`config.mk`:
```
export PLATFORM = sky130hd
export DESIGN_NAME = axi_lite_regfile_slave_flat
export DESIGN_NICKNAME = d
export VERILOG_FILES = /design/src/rtl/axi_lite_regfile_slave_if.sv /design/src/rtl/axi_lite_regfile_slave.sv /design/src/flat_wrapper.sv
export SDC_FILE = /design/constraint.sdc
export NUM_CORES = 1
export LEC_CHECK = 0
export CAP_MARGIN = 5
export CORE_UTILIZATION = 25
export CTS_BUF_LIST = sky130_fd_sc_hd__clkbuf_16
export DETAILED_ROUTE_END_ITERATION = 16
export PLACE_DENSITY = 0.42
export SYNTH_ARGS = -nofsm -noshare
export SYNTH_HDL_FRONTEND = slang
export SYNTH_SLANG_ARGS = --single-unit
```
`constraint.sdc`:
```
create_clock -name ACLK -period 3.6 [get_ports ACLK]
set_input_delay 0.72 -clock ACLK [delete_from_list [all_inputs] [get_ports ACLK]]
set_output_delay 0.72 -clock ACLK [all_outputs]
set_load 0.05 [all_outputs]
```
`src/rtl/axi_lite_regfile_slave_if.sv`:
```
// AXI4-Lite bus bundle for axi_lite_regfile_slave (AW, W, B, AR, R channels).
interface axi_lite_regfile_slave_if #(
   parameter int unsigned ADDR_WIDTH = 6,
   parameter int unsigned DATA_WIDTH = 32
);
   localparam int unsigned STRB_WIDTH = DATA_WIDTH / 8;

   logic [ADDR_WIDTH-1:0] AWADDR;
   logic                  AWVALID;
   logic                  AWREADY;

   logic [DATA_WIDTH-1:0] WDATA;
   logic [STRB_WIDTH-1:0] WSTRB;
   logic                  WVALID;
   logic                  WREADY;

   logic                  BVALID;
   logic [1:0]            BRESP;
   logic                  BREADY;

   logic [ADDR_WIDTH-1:0] ARADDR;
   logic                  ARVALID;
   logic                  ARREADY;

   logic [DATA_WIDTH-1:0] RDATA;
   logic [1:0]            RRESP;
   logic                  RVALID;
   logic                  RREADY;

   modport master (
      output AWADDR, AWVALID, WDATA, WSTRB, WVALID, BREADY, ARADDR, ARVALID, RREADY,
      input  AWREADY, WREADY, BVALID, BRESP, ARREADY, RDATA, RRESP, RVALID
   );

   modport slave (
      input  AWADDR, AWVALID, WDATA, WSTRB, WVALID, BREADY, ARADDR, ARVALID, RREADY,
      output AWREADY, WREADY, BVALID, BRESP, ARREADY, RDATA, RRESP, RVALID
   );
endinterface

```
`src/rtl/axi_lite_regfile_slave.sv`:
```
// AXI4-Lite register file slave: NUM_REGS registers of DATA_WIDTH bits,
// independent write (W_IDLE/W_RESP) and read (R_IDLE/R_DATA) FSMs.
// Optional macro AXIL_SLVERR_EN: out-of-range accesses respond SLVERR (2'b10)
// instead of OKAY.
module axi_lite_regfile_slave #(
   parameter int unsigned ADDR_WIDTH = 6,
   parameter int unsigned DATA_WIDTH = 32,
   parameter int unsigned NUM_REGS   = 16
) (
   input logic                     ACLK,
   input logic                     ARESETn,
   axi_lite_regfile_slave_if.slave s_axi
);
   localparam int unsigned STRB_WIDTH = DATA_WIDTH / 8;
   localparam int unsigned IDX_LSB    = $clog2(STRB_WIDTH);
   localparam int unsigned IDX_WIDTH  = ADDR_WIDTH - IDX_LSB;

   localparam logic [1:0] RESP_OKAY = 2'b00;
`ifdef AXIL_SLVERR_EN
   localparam logic [1:0] RESP_OOR  = 2'b10;
`else
   localparam logic [1:0] RESP_OOR  = 2'b00;
`endif

   typedef enum logic {W_IDLE, W_RESP} wstate_t;
   typedef enum logic {R_IDLE, R_DATA} rstate_t;

   logic [DATA_WIDTH-1:0] r_regs [NUM_REGS];

   // write channel state
   wstate_t               r_wstate, w_wstate_nxt;
   logic                  r_awready, w_awready_nxt;
   logic                  r_wready, w_wready_nxt;
   logic                  r_bvalid, w_bvalid_nxt;
   logic [1:0]            r_bresp, w_bresp_nxt;
   logic                  r_aw_done, r_w_done;
   logic [IDX_WIDTH-1:0]  r_aw_idx;
   logic [DATA_WIDTH-1:0] r_wdata;
   logic [STRB_WIDTH-1:0] r_wstrb;

   // read channel state
   rstate_t               r_rstate, w_rstate_nxt;
   logic                  r_arready, w_arready_nxt;
   logic                  r_rvalid, w_rvalid_nxt;
   logic [DATA_WIDTH-1:0] r_rdata;
   logic [1:0]            r_rresp;

   logic                  w_aw_hs, w_w_hs, w_ar_hs;
   logic                  w_have_aw, w_have_w, w_commit;
   logic [IDX_WIDTH-1:0]  w_wr_idx, w_ar_idx;
   logic [DATA_WIDTH-1:0] w_wr_data, w_ar_data;
   logic [STRB_WIDTH-1:0] w_wr_strb;
   logic                  w_wr_in_range, w_ar_in_range;

   assign w_aw_hs   = s_axi.AWVALID & r_awready;
   assign w_w_hs    = s_axi.WVALID  & r_wready;
   assign w_ar_hs   = s_axi.ARVALID & r_arready;

   // The write commits on the edge where the later of AW and W completes.
   assign w_have_aw = r_aw_done | w_aw_hs;
   assign w_have_w  = r_w_done  | w_w_hs;
   assign w_commit  = (r_wstate == W_IDLE) & w_have_aw & w_have_w;

   assign w_wr_idx  = r_aw_done ? r_aw_idx : s_axi.AWADDR[ADDR_WIDTH-1:IDX_LSB];
   assign w_wr_data = r_w_done  ? r_wdata  : s_axi.WDATA;
   assign w_wr_strb = r_w_done  ? r_wstrb  : s_axi.WSTRB;
   assign w_ar_idx  = s_axi.ARADDR[ADDR_WIDTH-1:IDX_LSB];

   // Address decode: range check and read mux (unmatched index reads as 0).
   always_comb begin
      w_wr_in_range = 1'b0;
      w_ar_in_range = 1'b0;
      w_ar_data     = '0;
      for (int i = 0; i < int'(NUM_REGS); i++) begin
         if (w_wr_idx == IDX_WIDTH'(i)) w_wr_in_range = 1'b1;
         if (w_ar_idx == IDX_WIDTH'(i)) begin
            w_ar_in_range = 1'b1;
            w_ar_data     = r_regs[i];
         end
      end
   end

   // Register file: byte-masked update on commit, cleared by reset.
   always_ff @(posedge ACLK) begin
      if (!ARESETn) begin
         for (int i = 0; i < int'(NUM_REGS); i++) r_regs[i] <= '0;
      end else if (w_commit) begin
         for (int i = 0; i < int'(NUM_REGS); i++) begin
            if (w_wr_idx == IDX_WIDTH'(i)) begin
               for (int b = 0; b < int'(STRB_WIDTH); b++) begin
                  if (w_wr_strb[b]) r_regs[i][8*b +: 8] <= w_wr_data[8*b +: 8];
               end
            end
         end
      end
   end

   // Write FSM state register plus registered outputs and captured halves.
   always_ff @(posedge ACLK) begin
      if (!ARESETn) begin
         r_wstate  <= W_IDLE;
         r_awready <= 1'b0;
         r_wready  <= 1'b0;
         r_bvalid  <= 1'b0;
         r_bresp   <= RESP_OKAY;
         r_aw_done <= 1'b0;
         r_w_done  <= 1'b0;
         r_aw_idx  <= '0;
         r_wdata   <= '0;
         r_wstrb   <= '0;
      end else begin
         r_wstate  <= w_wstate_nxt;
         r_awready <= w_awready_nxt;
         r_wready  <= w_wready_nxt;
         r_bvalid  <= w_bvalid_nxt;
         r_bresp   <= w_bresp_nxt;
         r_aw_done <= w_have_aw & ~w_commit;
         r_w_done  <= w_have_w  & ~w_commit;
         if (w_aw_hs) r_aw_idx <= s_axi.AWADDR[ADDR_WIDTH-1:IDX_LSB];
         if (w_w_hs) begin
            r_wdata <= s_axi.WDATA;
            r_wstrb <= s_axi.WSTRB;
         end
      end
   end

   // Write FSM next state.
   always_comb begin
      w_wstate_nxt = r_wstate;
      case (r_wstate)
         W_IDLE:  if (w_commit)     w_wstate_nxt = W_RESP;
         W_RESP:  if (s_axi.BREADY) w_wstate_nxt = W_IDLE;
         default: w_wstate_nxt = W_IDLE;
      endcase
   end

   // Write FSM outputs: each READY drops after its handshake until back in idle.
   always_comb begin
      w_awready_nxt = 1'b0;
      w_wready_nxt  = 1'b0;
      w_bvalid_nxt  = 1'b0;
      w_bresp_nxt   = r_bresp;
      case (r_wstate)
         W_IDLE: begin
            w_awready_nxt = ~w_have_aw;
            w_wready_nxt  = ~w_have_w;
            w_bvalid_nxt  = w_commit;
            if (w_commit) w_bresp_nxt = w_wr_in_range ? RESP_OKAY : RESP_OOR;
         end
         W_RESP: begin
            w_awready_nxt = s_axi.BREADY;
            w_wready_nxt  = s_axi.BREADY;
            w_bvalid_nxt  = ~s_axi.BREADY;
         end
         default: ;
      endcase
   end

   // Read FSM state register plus registered outputs; data sampled pre-write.
   always_ff @(posedge ACLK) begin
      if (!ARESETn) begin
         r_rstate  <= R_IDLE;
         r_arready <= 1'b0;
         r_rvalid  <= 1'b0;
         r_rdata   <= '0;
         r_rresp   <= RESP_OKAY;
      end else begin
         r_rstate  <= w_rstate_nxt;
         r_arready <= w_arready_nxt;
         r_rvalid  <= w_rvalid_nxt;
         if (w_ar_hs) begin
            r_rdata <= w_ar_data;
            r_rresp <= w_ar_in_range ? RESP_OKAY : RESP_OOR;
         end
      end
   end

   // Read FSM next state.
   always_comb begin
      w_rstate_nxt = r_rstate;
      case (r_rstate)
         R_IDLE:  if (w_ar_hs)      w_rstate_nxt = R_DATA;
         R_DATA:  if (s_axi.RREADY) w_rstate_nxt = R_IDLE;
         default: w_rstate_nxt = R_IDLE;
      endcase
   end

   // Read FSM outputs.
   always_comb begin
      w_arready_nxt = 1'b0;
      w_rvalid_nxt  = 1'b0;
      case (r_rstate)
         R_IDLE: begin
            w_arready_nxt = ~w_ar_hs;
            w_rvalid_nxt  = w_ar_hs;
         end
         R_DATA: begin
            w_arready_nxt = s_axi.RREADY;
            w_rvalid_nxt  = ~s_axi.RREADY;
         end
         default: ;
      endcase
   end

   assign s_axi.AWREADY = r_awready;
   assign s_axi.WREADY  = r_wready;
   assign s_axi.BVALID  = r_bvalid;
   assign s_axi.BRESP   = r_bresp;
   assign s_axi.ARREADY = r_arready;
   assign s_axi.RVALID  = r_rvalid;
   assign s_axi.RDATA   = r_rdata;
   assign s_axi.RRESP   = r_rresp;
endmodule

```
`src/flat_wrapper.sv`:
```
// flat-port wrapper written by rule: the top's interface ports become plain ports
module axi_lite_regfile_slave_flat 
#(
   parameter int unsigned ADDR_WIDTH = 6,
   parameter int unsigned DATA_WIDTH = 32,
   parameter int unsigned NUM_REGS   = 16
)
  (ACLK, ARESETn, s_axi_AWADDR, s_axi_AWVALID, s_axi_WDATA, s_axi_WSTRB, s_axi_WVALID, s_axi_BREADY, s_axi_ARADDR, s_axi_ARVALID, s_axi_RREADY, s_axi_AWREADY, s_axi_WREADY, s_axi_BVALID, s_axi_BRESP, s_axi_ARREADY, s_axi_RDATA, s_axi_RRESP, s_axi_RVALID);
  axi_lite_regfile_slave_if #(.ADDR_WIDTH(ADDR_WIDTH), .DATA_WIDTH(DATA_WIDTH)) s_axi_i ();
  input logic ACLK;
  input logic ARESETn;
  input wire logic [$bits(s_axi_i.AWADDR)-1:0] s_axi_AWADDR;
  input wire logic [$bits(s_axi_i.AWVALID)-1:0] s_axi_AWVALID;
  input wire logic [$bits(s_axi_i.WDATA)-1:0] s_axi_WDATA;
  input wire logic [$bits(s_axi_i.WSTRB)-1:0] s_axi_WSTRB;
  input wire logic [$bits(s_axi_i.WVALID)-1:0] s_axi_WVALID;
  input wire logic [$bits(s_axi_i.BREADY)-1:0] s_axi_BREADY;
  input wire logic [$bits(s_axi_i.ARADDR)-1:0] s_axi_ARADDR;
  input wire logic [$bits(s_axi_i.ARVALID)-1:0] s_axi_ARVALID;
  input wire logic [$bits(s_axi_i.RREADY)-1:0] s_axi_RREADY;
  output wire logic [$bits(s_axi_i.AWREADY)-1:0] s_axi_AWREADY;
  output wire logic [$bits(s_axi_i.WREADY)-1:0] s_axi_WREADY;
  output wire logic [$bits(s_axi_i.BVALID)-1:0] s_axi_BVALID;
  output wire logic [$bits(s_axi_i.BRESP)-1:0] s_axi_BRESP;
  output wire logic [$bits(s_axi_i.ARREADY)-1:0] s_axi_ARREADY;
  output wire logic [$bits(s_axi_i.RDATA)-1:0] s_axi_RDATA;
  output wire logic [$bits(s_axi_i.RRESP)-1:0] s_axi_RRESP;
  output wire logic [$bits(s_axi_i.RVALID)-1:0] s_axi_RVALID;
  assign s_axi_i.AWADDR = s_axi_AWADDR;
  assign s_axi_i.AWVALID = s_axi_AWVALID;
  assign s_axi_i.WDATA = s_axi_WDATA;
  assign s_axi_i.WSTRB = s_axi_WSTRB;
  assign s_axi_i.WVALID = s_axi_WVALID;
  assign s_axi_i.BREADY = s_axi_BREADY;
  assign s_axi_i.ARADDR = s_axi_ARADDR;
  assign s_axi_i.ARVALID = s_axi_ARVALID;
  assign s_axi_i.RREADY = s_axi_RREADY;
  assign s_axi_AWREADY = s_axi_i.AWREADY;
  assign s_axi_WREADY = s_axi_i.WREADY;
  assign s_axi_BVALID = s_axi_i.BVALID;
  assign s_axi_BRESP = s_axi_i.BRESP;
  assign s_axi_ARREADY = s_axi_i.ARREADY;
  assign s_axi_RDATA = s_axi_i.RDATA;
  assign s_axi_RRESP = s_axi_i.RRESP;
  assign s_axi_RVALID = s_axi_i.RVALID;
  axi_lite_regfile_slave #(.ADDR_WIDTH(ADDR_WIDTH), .DATA_WIDTH(DATA_WIDTH), .NUM_REGS(NUM_REGS)) u_core (.ACLK(ACLK), .ARESETn(ARESETn), .s_axi(s_axi_i));
endmodule
```
== After elaboration in Yosys (flattened, before gate mapping) ==
Memories as Yosys holds them, arrays and structs flattened.
Cells that the tools add are included.

* Eq/ne operators: 30
* Multiplexer cells: 355
* Bitwise operators: 81
* Reductions and logical operators: 2

{| class="wikitable"
|+ Operators with widths
! cell !! count
|-
| $mux 32 || 17
|-
| $mux 8 || 64
|-
| $mux 1 || 265
|-
| $or 1x1->1 || 66
|-
| $eq 4x4->1 const B || 16
|-
| $eq 4x3->1 const B || 8
|-
| $eq 4x2->1 const B || 4
|-
| $pmux 1 s2 || 7
|-
| $eq 4x1->1 const B || 2
|-
| $logic_not 4->1 || 2
|-
| $mux 4 || 2
|-
| $not 1->1 || 8
|-
| $and 1x1->1 || 7
|}

* Register bits after elaboration: 81
* Bits in writable memories: 512
* Bits of input ports: 55
* Output and inout bits: 41
* Logic and storage cells: 482
* Memories: 1

{| class="wikitable"
|+ Memories
! memory !! words !! width !! read ports !! clocked after Yosys merged registers in !! wr ports !! RTL line !! text
|-
| u_core.r_regs || 16 || 32 || 16 || 0 || 16 || axi_lite_regfile_slave.sv:28 || <nowiki>logic [DATA_WIDTH-1:0] r_regs [NUM_REGS];</nowiki>
|}

== Depth between registers and ports, before layout ==
Gate-level depths: netlist of run 1.

* Depth in word-level cells: 17
* Gate-level depth with buffers: 9
* Mapped depth without buffers: 5

== Least setup slack after synthesis of run 1 ==
No wires, ideal clock.

* Path kind: input -> register
* Start point: input s_axi_WVALID
* End point: memory u_core.r_regs[10][16] (netlist: u_core.r_regs[0][336]) (enable)
* Library setup time: 384 ps
* Data arrival time: 2137 ps
* Data required time: 3216 ps
* Path slack: 1079 ps
* Stages: 6
* Buffers on the path: 1
* Cells stage by stage: and2_1 -> clkbuf_1 -> nand2_1 -> o21ai_0 -> nand2_1 -> o21ai_0

{| class="wikitable"
|+ RTL lines
! item !! RTL line !! text
|-
| start: declaration || flat_wrapper.sv:16 || <nowiki>input wire logic [$bits(s_axi_i.WVALID)-1:0] s_axi_WVALID;</nowiki>
|-
| end: declaration || axi_lite_regfile_slave.sv:28 ||
|}

==> run_results.csv, run 1 <==
group,metric,value,unit
status,status,"finished, final reports clean",
synth,syn_inst,2294,
synth,synth_most_common_cell,"edfxtp_1",
pwr,p_leak,0.0114,uW
detailed_routing,detail_route.first_pass.iterations,7,
clocking,clockBufferDepth,3,
clocking,post_cts_buffers,0,
clocking,clock-root-buffer,"clkbuf_16",
pwr,p_clk_frac,0.418,
synth,ys_seq_area_frac,0.644,
floorplanning,die-width,326,um
final_layout,antenna_cells,0,
pwr,switching_share,0.254,
sta,setup_tns,0,ns
global_route,grt_max_degree,95,
sta,worst_clock_skew,0.0217,ns
sta,finalCritPeriodShare,0.819,
clocking,clk_pin_slew,0.06,ns
critical_path,crit_buf_inv,1,
sta,tightest_slew,1.08,ns
synth,synth.largest_area_cell,"edfxtp_1",
sta,rsz0062_at_grt,"false",
synth,ys.flop_type,"edfxtp_1",
critical_path,worstSetupPathType,"in2reg",
clocking,cts_tree,"yes",
detailed_routing,routed_wirelength,92600,um
place,place_congestion,0.825,
sta,finalSetupViolCount,0,
clocking,cts_hold_buf,0,
floorplanning,start_util,0.253,
clocking,h-tree-depth,3,
global_route,grt_pass1_wl,134000,um
pwr,ir_worst_vdd,0.305,mV
place,dpl.hpwl,66600,um
global_route,grt_pass1_vias,18687,
critical_path,crit_path_top_delay_cell,"nor3_1",
pwr,p_seq_frac,0.482,
sta,finalCriticalPeriod,2.95,ns
pwr,power_density,520,mW/mm^2
critical_path,crit_fanout,9,
place,portBuffers,87,
synth,synth_edf_count,512,
synth,synth_top_area_share,0.584,
min_path,holdCritPathClass,"reg2reg",
final_layout,drive_gt1_frac,0.146,
critical_path,cpPeakStageDelay,0.74,ns
critical_path,required,3.87,ns
critical_path,regToRegSetupSlack,0.68,ns
final_layout,nNetsFinal,2522,
final_layout,fillerInstances,10712,
clocking,cts_num_sinks,591,
synth,synth.distinct_cells,75,
flow_run,drv_cap,0,
synth,synth.yosys.warnings,0,
pwr,pwr-share-comb,0.100,
floorplanning,die-area,0.107,sq mm
detailed_routing,avgViaCountPerCell,4.87,
global_route,track_usage,0.171,
global_route,gr-total-overflow,0,
clocking,ctsResizeCount,0,
sta,drv_slew,0,
critical_path,crit_family,"simple AND/OR/NAND/NOR gates",
pwr,power_switching,4190,uW
critical_path,cp-end-kind,"register",
final_layout,areaGrowthSynthToFinish,20.4,%
detailed_routing,drc,0,
detailed_routing,wl_per_cell,23.7,um
sta,fmax,339,MHz
synth,async_flop_share,0,
floorplanning,rows,118,
sta,hold_viol,0,
clocking,cts_buffers,69,
synth,yosys-top-cells-area,"edfxtp_1 58%, dfxtp_1 6.0%, nor2_1 6.0%",
sta,max_slew_margin,0.270,
floorplanning,io_pins,96,
synth,ys_top_cells_by_count,"512 x edfxtp_1, 419 x nor2_1, 262 x nand2_1",
synth,synth-seq-cells,591,
critical_path,start_kind,"input port",
floorplanning,core,0.104,sq mm
synth,syn-cell-area,0.0263,sq mm
detailed_routing,vias,19016,
critical_path,crit_path_cell_trace,"clkdlybuf4s50_1, nor3b_1, nor2_1, nor3_1, nand2_1, nand2_1",
pwr,p_int,12300,uW
critical_path,cpMostUsedCell,"nand2_1",
clocking,clkLatencyLatePin,0.61,ns
floorplanning,die_h,326,um
detailed_routing,drt-initial-drc-count,1720,
global_route,antenna_found_initial,0,
critical_path,cp.arrival,3.21,ns
synth,synth_area_per_cell,11.5,sq um
final_layout,final_util,0.305,
detailed_routing,postRouteAntennaNets,0,
## cells by family after synthesis
logic type | share of synthesized area
and+or+nand+nor | 0.130
DFF | 0.644
AOI/OAI and AO/OA | 0.129
buffers and inverters | 0.0398
muxes | 0.0564
other | 0.000142
## final timing paths
path / from / to / depth (start not counted)
setup / recovery: s_axi_AWADDR[4] / u_core.r_regs[0][130] / 6
hold / removal: u_core.r_wdata[14] / u_core.r_wdata[14] / 2
setup reg to reg: u_core.r_aw_done / u_core.r_regs[0][130] / 5
hold reg to reg: u_core.r_wdata[14] / u_core.r_wdata[14] / 2
## cell usage in the layout, fill, tap and decap left out, types with 8 or more instances in the layout
master             n
o211a_1           13
dfxtp_1           78
nor2_1           419
a22o_1            10
buf_4            189
nand2b_1          13
nor3_1            17
a211oi_1           8
clkdlybuf4s50_1   82
clkbuf_16         72
clkinv_1          15
a22oi_1           27
a221oi_1          19
a21oi_1          135
edfxtp_1         512
o22ai_1           47
o21ai_0          141
nand3_1           17
o221ai_1          32
mux2_2            50
and2_1            11
inv_1             58
mux2i_1           83
clkinv_2          12
nand2_1          261
o211ai_1          22
nor2b_1           31
## power groups by stage
stage / logic, uW / registers (uW) / clock network (uW)
after detailed placement: 1650 / 8090 / 0
final: 1650 / 7940 / 6880
after floorplan: 847 / 8110 / 0
after global placement: 1640 / 8070 / 0
after CTS: 1650 / 7940 / 7030
after global routing: 1760 / 7970 / 7280
## per-stage QoR
| step | instance area, sq um | instances | worst slack (ns) | hold WS (ns) | total power (uW) |
|---|---|---|---|---|---|
| 2_1_floorplan | 26300 | 2297 | 1.08 | 0.433 | 8960 |
| 3_3_place_gp | 29500 | 3776 | 0.128 | 0.438 | 9710 |
| 3_5_place_dp | 29500 | 3776 | 0.0343 | 0.443 | 9730 |
| 4_1_cts | 31700 | 3902 | 0.679 | 0.452 | 16600 |
| 5_1_grt | 31700 | 3902 | 0.543 | 0.468 | 17000 |
| 6_report | 31700 | 3902 | 0.653 | 0.451 | 16500 |
## worst min-delay path: stages (launching register included)
cell and delay, ns:
dfxtp_1 0.30, nand2_1 0.05, a21oi_1 0.05
## per-layer routing
layer  track usage  up-vias  share of wire
li1              -     8723              -
met1         0.250     9533           0.47
met2         0.262      660           0.45
met3        0.0272      100          0.064
met4        0.0405        0          0.017
met5             0        -              0
## cell type report
cell class,count,area [sq um],area share
clock buffers,72,1800,0.0568
clock inverters,54,390,0.0123
inverters,47,176,0.00556
multi-input cells,1483,8340,0.263
flip-flops and latches,591,17000,0.535
well taps,1380,1730,0.0545
repair buffers,275,2310,0.0729
## sequential cells by signal, summed over array words and instances, names as in the netlist
signal,count
u_core.r_aw_done,1
u_core.r_aw_idx,4
u_core.s_axi.AWREADY,1
u_core.r_regs,512
u_core.r_wstrb,4
u_core.s_axi.RDATA,32
u_core.r_rstate,1
u_core.s_axi.ARREADY,1
u_core.r_w_done,1
u_core.s_axi.WREADY,1
u_core.r_wstate,1
u_core.r_wdata,32
Power figures use the tool's default switching activity.
==> run 2, diff against run 1 <==
--- a/config.mk
+++ b/config.mk
@@ -9,7 +9,7 @@
 export CORE_UTILIZATION = 25
 export CTS_BUF_LIST = sky130_fd_sc_hd__clkbuf_16
 export DETAILED_ROUTE_END_ITERATION = 16
-export PLACE_DENSITY = 0.42
+export PLACE_DENSITY = 0.44
 export SYNTH_ARGS = -nofsm -noshare
 export SYNTH_HDL_FRONTEND = slang
 export SYNTH_SLANG_ARGS = --single-unit
==> constraint.sdc (replaced) <==
create_clock -name ACLK -period 2.7 [get_ports ACLK]
set_input_delay 0.54 -clock ACLK [delete_from_list [all_inputs] [get_ports ACLK]]
set_output_delay 0.54 -clock ACLK [all_outputs]
set_load 0.05 [all_outputs]
==> run 2 against run 1 <==
  * Final cell count up 3.7%
  * Global-route usage is 0.22 points higher
  * Utilization grew 1.5 points
  * Clock-buffer cell count down 1
  * Clock power grew 28%
  * Critical path depth is 5 lower
  * Clock skew grew 0.0075 ns
  * Wire length is 0.61% higher
  * Highest routed layer unchanged
  * Via count grew 2.5%
  * Largest power group unchanged
==> run_results.csv, run 2 (synthesized netlist as in run 1, its figures left out) <==
group,metric,value,unit
status,status,"finished, final reports clean",
critical_path,crit_path_top_delay_cell,"clkdlybuf4s50_1",
floorplanning,io_pins,96,
floorplanning,die-area,0.107,sq mm
floorplanning,start_util,0.253,
sta,fmax,403,MHz
clocking,clk_pin_slew,0.06,ns
sta,tightest_slew,0.778,ns
pwr,ir_worst_vdd,0.378,mV
critical_path,endpoint,"s_axi_RDATA[12]",
flow_run,drv_cap,0,
critical_path,worstRegToRegCells,6,
floorplanning,core,0.104,sq mm
detailed_routing,drt-initial-drc-count,1781,
final_layout,mostFrequentLayoutCell,"edfxtp_1",
critical_path,cp.arrival,1.94,ns
final_layout,instances_no_fill,4048,
critical_path,required,2.16,ns
detailed_routing,detail_route.first_pass.iterations,5,
global_route,track_usage,0.173,
critical_path,path_depth,1,
place,postPlaceCellArea,0.0312,sq mm
pwr,power_density,657,mW/mm^2
clocking,cts_hold_buf,0,
place,dp.cells,3927,
final_layout,final_cell_mix,"512 x edfxtp_1, 418 x nor2_1, 295 x buf_4, 262 x nand2_1, 141 x o21ai_0",
sta,worst_clock_skew,0.0291,ns
final_layout,final_area,0.0333,sq mm
clocking,cts_tree,"yes",
detailed_routing,postRouteAntennaNets,0,
global_route,antenna_found_initial,0,
detailed_routing,routed_wirelength,93200,um
critical_path,regToRegSetupSlack,0.41,ns
detailed_routing,drc,0,
critical_path,worstReg2RegEnd,"u_core.r_regs[0][184]",
global_route,grt_pass1_wl,136000,um
clocking,clockBufferDepth,3,
sta,finalCriticalPeriod,2.48,ns
sta,finalSetupViolCount,0,
place,place_congestion,0.844,
clocking,cts_buffers,68,
final_layout,largest_reg_flops,512,
global_route,grt_max_degree,63,
global_route,grt_pass1_vias,19303,
floorplanning,rows,118,
critical_path,start_kind,"register",
clocking,ctsResizeCount,0,
sta,rsz0062_at_grt,"false",
critical_path,crit_buf_inv,1,
place,portBuffers,87,
sta,max_slew_margin,0.474,
clocking,cts_num_sinks,591,
min_path,holdCritPathClass,"in2reg",
critical_path,crit_fanout,2,
clocking,clock-root-buffer,"clkbuf_16",
sta,setup_tns,0,ns
sta,drv_slew,0,
floorplanning,die_h,326,um
final_layout,drive_gt1_frac,0.190,
final_layout,largest_register,"u_core.r_regs",
place,dpl.hpwl,69500,um
floorplanning,die-width,326,um
pwr,p_leak,0.0123,uW
sta,hold_viol,0,
final_layout,final_util,0.320,
critical_path,reg2reg_from,"u_core.r_aw_done",
clocking,h-tree-depth,3,
detailed_routing,wl_per_cell,23.0,um
clocking,clkLatencyLatePin,0.61,ns
detailed_routing,vias,19489,
final_layout,areaGrowthSynthToFinish,26.4,%
sta,hold_slack,0.341,ns
critical_path,cpPeakStageDelay,0.87,ns
critical_path,crit_start,"u_core.s_axi.RDATA[12]",
detailed_routing,avgViaCountPerCell,4.81,
global_route,gr-total-overflow,0,
clocking,post_cts_buffers,0,
final_layout,antenna_cells,0,
final_layout,nNetsFinal,2672,
critical_path,crit_path_cell_trace,"clkdlybuf4s50_1",
critical_path,worstSetupPathType,"reg2out",
sta,finalCritPeriodShare,0.918,
critical_path,crit_family,"buffers and inverters",
critical_path,cp-end-kind,"primary output",
[run 2: cell count changes in the layout (fill, tap and decap cells not counted), moves of 2 or more]
cell | before | now
buf_4 | 189 | 295
buf_12 | 3 | 48
bufinv_16 | 5 | 3
clkinvlp_4 | 3 | 0
inv_6 | 5 | 1
inv_1 | 58 | 65
[run 2: layout make-up]
class                   instances  area [sq um]
well taps                    1380          1730
fillers                     10568         70700
inverters                      47           176
flip-flops and latches        591         17000
clock buffers                  71          1780
repair buffers                426          4010
clock inverters                50           287
multi-input cells            1483          8340
[run 2: worst min-delay path by stage]
stage	slack [ns]	startpoint	depth (start not counted)	to
floorplan	0.43	u_core.r_wdata[0]	2	u_core.r_wdata[0]
global placement	0.44	u_core.r_wdata[5]	2	u_core.r_wdata[5]
detailed placement	0.44	u_core.r_wdata[14]	2	u_core.r_wdata[14]
CTS	0.30	ARESETn	2	u_core.r_rstate
global route	0.34	ARESETn	2	u_core.r_rstate
finish	0.34	ARESETn	2	u_core.r_rstate
[run 2: report_power, final]
group | total, uW | switching (uW) | internal (uW)
registers | 10600 | 189 | 10400
logic | 2490 | 1580 | 916
clock network | 8780 | 3770 | 5010
[run 2: metal layers]
| metal | part of all wire | GRT usage | vias up |
|---|---|---|---|
| li1 | - | - | 9018 |
| met1 | 0.47 | 0.253 | 9686 |
| met2 | 0.44 | 0.263 | 681 |
| met3 | 0.065 | 0.0258 | 104 |
| met4 | 0.021 | 0.0485 | 0 |
| met5 | 0 | 0 | - |
[run 2: per-stage QoR]
stage / worst slack (ns) / power, uW
floorplan: 0.187 / 11900
global placement: -0.207 / 13200
detailed placement: -0.170 / 13300
CTS: 0.157 / 22100
global route: 0.157 / 22600
finish: 0.220 / 21900
==> run 3, diff against run 2 <==
--- a/config.mk
+++ b/config.mk
@@ -5,6 +5,7 @@
 export SDC_FILE = /design/constraint.sdc
 export NUM_CORES = 1
 export LEC_CHECK = 0
+export ABC_CLOCK_PERIOD_IN_PS = 2700
 export CAP_MARGIN = 5
 export CORE_UTILIZATION = 25
 export CTS_BUF_LIST = sky130_fd_sc_hd__clkbuf_16
==> results of run 3 <==
Same layout as run 2: the final DEF is identical, and so are final timing and power.
